$ cat src/rtl/rom_arbiter.sv
// rom_arbiter
//   Shares one program ROM between the instruction-fetch port (port 0) and a
//   data/debug read port (port 1). One requester is granted per cycle; the
//   winner's address is registered onto the ROM, and the ROM word is returned
//   to the winning port two cycles after the grant.
//
// Parameters
//   ADDR_W     ROM word-address width (depth 2**ADDR_W)
//   DATA_W     ROM word width
//   FIXED_PRIO 0 = round-robin on ties, 1 = port 0 always wins ties
//
// Ports
//   clk, rst          clock, synchronous active-high reset
//   req0/addr0        port 0 request and word address
//   gnt0              port 0 accepted this cycle (combinational)
//   rvalid0/rdata0    port 0 one-cycle response pulse and held read data
//   req1 .. rdata1    same set for port 1
//   rom_addr/rom_sel  registered ROM address and select
//   rom_data          combinational ROM read data
module rom_arbiter #(
    parameter int unsigned ADDR_W     = 10,
    parameter int unsigned DATA_W     = 32,
    parameter bit          FIXED_PRIO = 1'b0
) (
    input  logic              clk,
    input  logic              rst,

    input  logic              req0,
    input  logic [ADDR_W-1:0] addr0,
    output logic              gnt0,
    output logic              rvalid0,
    output logic [DATA_W-1:0] rdata0,

    input  logic              req1,
    input  logic [ADDR_W-1:0] addr1,
    output logic              gnt1,
    output logic              rvalid1,
    output logic [DATA_W-1:0] rdata1,

    output logic [ADDR_W-1:0] rom_addr,
    output logic              rom_sel,
    input  logic [DATA_W-1:0] rom_data
);

    typedef enum logic {
        PORT0 = 1'b0,
        PORT1 = 1'b1
    } port_e;

    // Issue stage
    port_e             last_q, last_d;
    port_e             own_q, own_d;
    logic              vld_q, vld_d;
    logic [ADDR_W-1:0] rom_addr_q, rom_addr_d;
    logic              rom_sel_q, rom_sel_d;

    // Response stage
    logic              rvalid0_q, rvalid0_d;
    logic              rvalid1_q, rvalid1_d;
    logic [DATA_W-1:0] rdata0_q, rdata0_d;
    logic [DATA_W-1:0] rdata1_q, rdata1_d;

    // Arbitration. Grants are suppressed during reset so nothing issued in
    // the reset cycle can produce a response afterwards.
    always_comb begin
        gnt0 = 1'b0;
        gnt1 = 1'b0;
        if (!rst) begin
            if (req0 && req1) begin
                // On a tie the port that did not win last time goes next,
                // unless port 0 has fixed priority.
                if (FIXED_PRIO || (last_q == PORT1)) begin
                    gnt0 = 1'b1;
                end else begin
                    gnt1 = 1'b1;
                end
            end else begin
                gnt0 = req0;
                gnt1 = req1;
            end
        end
    end

    // Issue stage next state
    always_comb begin
        last_d     = last_q;
        own_d      = own_q;
        vld_d      = 1'b0;
        rom_sel_d  = 1'b0;
        rom_addr_d = rom_addr_q;
        if (gnt0) begin
            last_d     = PORT0;
            own_d      = PORT0;
            vld_d      = 1'b1;
            rom_sel_d  = 1'b1;
            rom_addr_d = addr0;
        end else if (gnt1) begin
            last_d     = PORT1;
            own_d      = PORT1;
            vld_d      = 1'b1;
            rom_sel_d  = 1'b1;
            rom_addr_d = addr1;
        end
    end

    // Response stage next state: the ROM word read in the cycle after the
    // grant is steered to the owning port; the other port's data holds.
    always_comb begin
        rvalid0_d = 1'b0;
        rvalid1_d = 1'b0;
        rdata0_d  = rdata0_q;
        rdata1_d  = rdata1_q;
        if (vld_q) begin
            if (own_q == PORT0) begin
                rvalid0_d = 1'b1;
                rdata0_d  = rom_data;
            end else begin
                rvalid1_d = 1'b1;
                rdata1_d  = rom_data;
            end
        end
    end

    always_ff @(posedge clk) begin
        if (rst) begin
            last_q     <= PORT1;
            own_q      <= PORT0;
            vld_q      <= 1'b0;
            rom_sel_q  <= 1'b0;
            rom_addr_q <= '0;
            rvalid0_q  <= 1'b0;
            rvalid1_q  <= 1'b0;
            rdata0_q   <= '0;
            rdata1_q   <= '0;
        end else begin
            last_q     <= last_d;
            own_q      <= own_d;
            vld_q      <= vld_d;
            rom_sel_q  <= rom_sel_d;
            rom_addr_q <= rom_addr_d;
            rvalid0_q  <= rvalid0_d;
            rvalid1_q  <= rvalid1_d;
            rdata0_q   <= rdata0_d;
            rdata1_q   <= rdata1_d;
        end
    end

    assign rom_addr = rom_addr_q;
    assign rom_sel  = rom_sel_q;
    assign rvalid0  = rvalid0_q;
    assign rvalid1  = rvalid1_q;
    assign rdata0   = rdata0_q;
    assign rdata1   = rdata1_q;

    always_ff @(posedge clk) begin
        if (!rst) begin
            assert (!(gnt0 && gnt1));
            assert (!(gnt0 && !req0));
            assert (!(gnt1 && !req1));
        end
    end

endmodule

$ cat config.mk
export PLATFORM = sky130hd
export DESIGN_NAME = rom_arbiter
export DESIGN_NICKNAME = d
export VERILOG_FILES = /design/src/rtl/rom_arbiter.sv
export SDC_FILE = /design/constraint.sdc
export NUM_CORES = 1
export LEC_CHECK = 0
export CAP_MARGIN = 25
export CORE_ASPECT_RATIO = 1.1
export CORE_MARGIN = 2
export CORE_UTILIZATION = 36
export CTS_CLUSTER_DIAMETER = 200
export CTS_CLUSTER_SIZE = 25
export DETAILED_ROUTE_END_ITERATION = 7
export PLACE_DENSITY_LB_ADDON = 0.15
export SLEW_MARGIN = 40
export SYNTH_ARGS = -nofsm -noshare
export SYNTH_HDL_FRONTEND = slang
export SYNTH_SLANG_ARGS = --single-unit
$ cat constraint.sdc
create_clock -name clk -period 1.12 [get_ports clk]
set_clock_uncertainty 0.2 [all_clocks]
set_input_delay 0.224 -clock clk [delete_from_list [all_inputs] [get_ports clk]]
set_output_delay 0.224 -clock clk [all_outputs]
set_load 0.01 [all_outputs]
==> flow_summary_export.csv <==
group,metric,value,unit
run_status,status,"finished, violations left",
run_status,failed_checks,"negative setup slack",
yosys,synth-main-ff-cell,"dfxtp_1",
power_and_ir_drop,finalPower,0.00718,W
run,drv_cap,0,
clock_network,clkTransAtPathRegs,0.07,ns
grt,grt_pass1_vias,2993,
clock_network,ctsRootBufferMaster,"clkbuf_8",
yosys,synth.distinct_cells,19,
die,boundaryPins,135,
route,wl_per_cell,16.6,um
clock_network,clkSinkCount,79,
grt,overflow,0,
min_path,hold_class,"in2reg",
layout,area_growth_syn_to_layout,117,%
placed_design,routabilityCongestion,0.721,
timing,fin_crit_sh,132,%
yosys,ys_seq_area_share,55.3,%
route,vias_per_cell,5.02,
yosys,synth_area_leader_cell,"dfxtp_1",
timing,tightest_slew,0.704,ns
yosys,async_reset_ff_share,0,%
layout,nFillCells,494,
route,vias,3204,
min_path,hold-path-cell-count,4,
yosys,synth_top_cell_area_share,55.3,%
placed_design,numPortBuffers,134,
yosys,syn_area_per_cell,8.15,um^2
clock_network,clk-insertion-delay-late,0.33,ns
route,drc,0,
placed_design,placed_area,4370,um^2
timing,drv_slew,0,
layout,fin_nets,582,
clock_network,cts_tree,"done",
critical_path,critPathArrivalTime,1.06,ns
die,core,7830,um^2
critical_path,cp_data_required_time,0.70,ns
power_and_ir_drop,leakage,2.73,nW
layout,fin_area,6210,um^2
timing,hold_violations,0,
yosys,synth-edff-count,0,
clock_network,clockBufferDepth,2,
clock_network,cts-htree-levels,3,
critical_path,worstSetupPathType,"reg2out",
yosys,yosysMostFrequentCell,"nand2_1",
route,drt_iter0_drc,94,
placed_design,dp_hpwl,5420,um
timing,maxSlewHeadroom,53.1,%
placed_design,place_ws,-0.925,ns
grt,grt_usage,21.9,%
timing,fmax,674,MHz
yosys,synth_nets,407,
yosys,synth.area.top_cells,"dfxtp_1, nand2_1, a21oi_1",
route,ant_nets,0,
die,dieArea,8670,um^2
layout,post-route-util,79.4,%
yosys,syn_inst,351,
timing,setup_tns,-21.19,ns
critical_path,crit_fanout,3,
route,totalWireLength,10600,um
die,rows,34,
die,fp.dieH,97.5,um
yosys,syn_area,2860,um^2
clock_network,numCtsBuffers,9,
yosys,synth_seq_cells,79,
power_and_ir_drop,vdd_drop_max,749,uV
power_and_ir_drop,power-per-cell-area,1160,nW/um^2
critical_path,rrSetupSlack,-0.27,ns
min_path,min_to,"last_q$_SDFFE_PP1P_",
route,dr.pass1.iters,4,
layout,antenna_cells,0,
timing,finalCriticalPeriod,1.48,ns
timing,setup_viol_count_final,156,
min_path,min_from,"rst",
grt,antenna_found_initial,0,
yosys,yosys_warnings,0,
critical_path,reg2reg_from,"rom_sel$_SDFF_PP0_",
timing,layout_setup_ws,-0.364,ns
critical_path,reg2regPathDepth,5,
yosys,ys_top_cells_by_count,"nand2_1, dfxtp_1, a21oi_1",
grt,grt_max_degree,45,
clock_network,cts_hold_buf,0,
grt,grt_first_pass_wirelength,14700,um
critical_path,crit_path_start_kind,"flop",
die,die_w,89.0,um
critical_path,timing.rr.end,"rdata0[18]$_SDFFE_PP0P_",
layout,drive_gt1_share,70.9,%
timing,rsz0062_at_grt,"true",
critical_path,endpoint_kind,"output pin",
die,initial_utilization,36.5,%
## kinds of logic after synthesis
kind of cell	after synthesis	synth area share [%]
and+or+nand+nor	153	21.8
AOI/OAI and AO/OA	86	16.7
DFF	79	55.3
buffers and inverters	33	6.17
## critical path, stage by stage (launching register included)
cell     delay [ns]
dfxtp_2        0.36
nand2_1        0.07
and2_1         0.16
buf_2          0.13
## state kept, by name (all words and copies together), names as in the netlist
signal and flops:
rdata1 32, rvalid0 1, rvalid1 1, rdata0 32, rom_addr 10, rom_sel 1, last_q 1, own_q 1
## through the flow
step | cells | hold WS, ns
3_5_place_dp | 585 | 0.246
2_1_floorplan | 351 | 0.160
4_1_cts | 618 | 0.150
6_report | 638 | 0.175
3_3_place_gp | 585 | 0.241
5_1_grt | 638 | 0.193
## power by group
part,switching (W),internal [W],total (W)
Clock,0.000996,0.00147,0.00246
Sequential,0.000111,0.00297,0.00308
Combinational,0.000745,0.000887,0.00163
Total,0.00185,0.00532,0.00718
## layout by cell type, fill, tap and decap left out, types with 8 or more instances in the layout
master / netlist / final
buf_16: 0 / 8
a21oi_2: 0 / 60
nand2_1: 130 / 53
buf_4: 9 / 27
clkbuf_8: 0 / 9
a32oi_1: 9 / 8
buf_12: 0 / 8
nand2_2: 0 / 12
nand4_1: 9 / 9
buf_6: 0 / 85
dfxtp_2: 0 / 72
a21oi_1: 73 / 13
clkdlybuf4s50_1: 0 / 52
nand2_4: 0 / 64
## routing by layer
metal / up-vias / global-route usage, % / share of wire, %
li1: 1522 / - / -
met1: 1535 / 26.5 / 40
met2: 116 / 36.2 / 51
met3: 31 / 5.10 / 5.1
met4: 0 / 9.87 / 3.1
met5: - / 0 / 0
## how the worst max path moves through the flow
stage	start	to	cells past startpoint	slack (ns)
finish	last_q$_SDFFE_PP1P_	gnt1	3	-0.36
global route	last_q$_SDFFE_PP1P_	gnt0	4	-0.42
CTS	last_q$_SDFFE_PP1P_	gnt1	3	-0.38
detailed placement	req1	gnt1	4	-0.93
global placement	req1	gnt1	4	-0.87
floorplan	rom_sel$_SDFF_PP0_	rdata0[29]$_SDFFE_PP0P_	5	-0.05
## layout make-up
cell class              count  area [um^2]  share of cell area (%)
multi-input cells         239         1920                    30.9
clock buffers              11          131                    2.11
inverters                   4         15.0                   0.242
clock inverters             4         95.1                    1.53
repair buffers            193         2220                    35.8
flip-flops and latches     79         1690                    27.2
well taps                 108          135                    2.18
## what timing repair did
item                       CTS  global route
pin swaps                   29           101
setup endpoints to repair  156           156
setup buffers                8            22
gates resized for setup    544           184
cloned                      10             3
No activity file was read; power rests on OpenSTA's default activity.
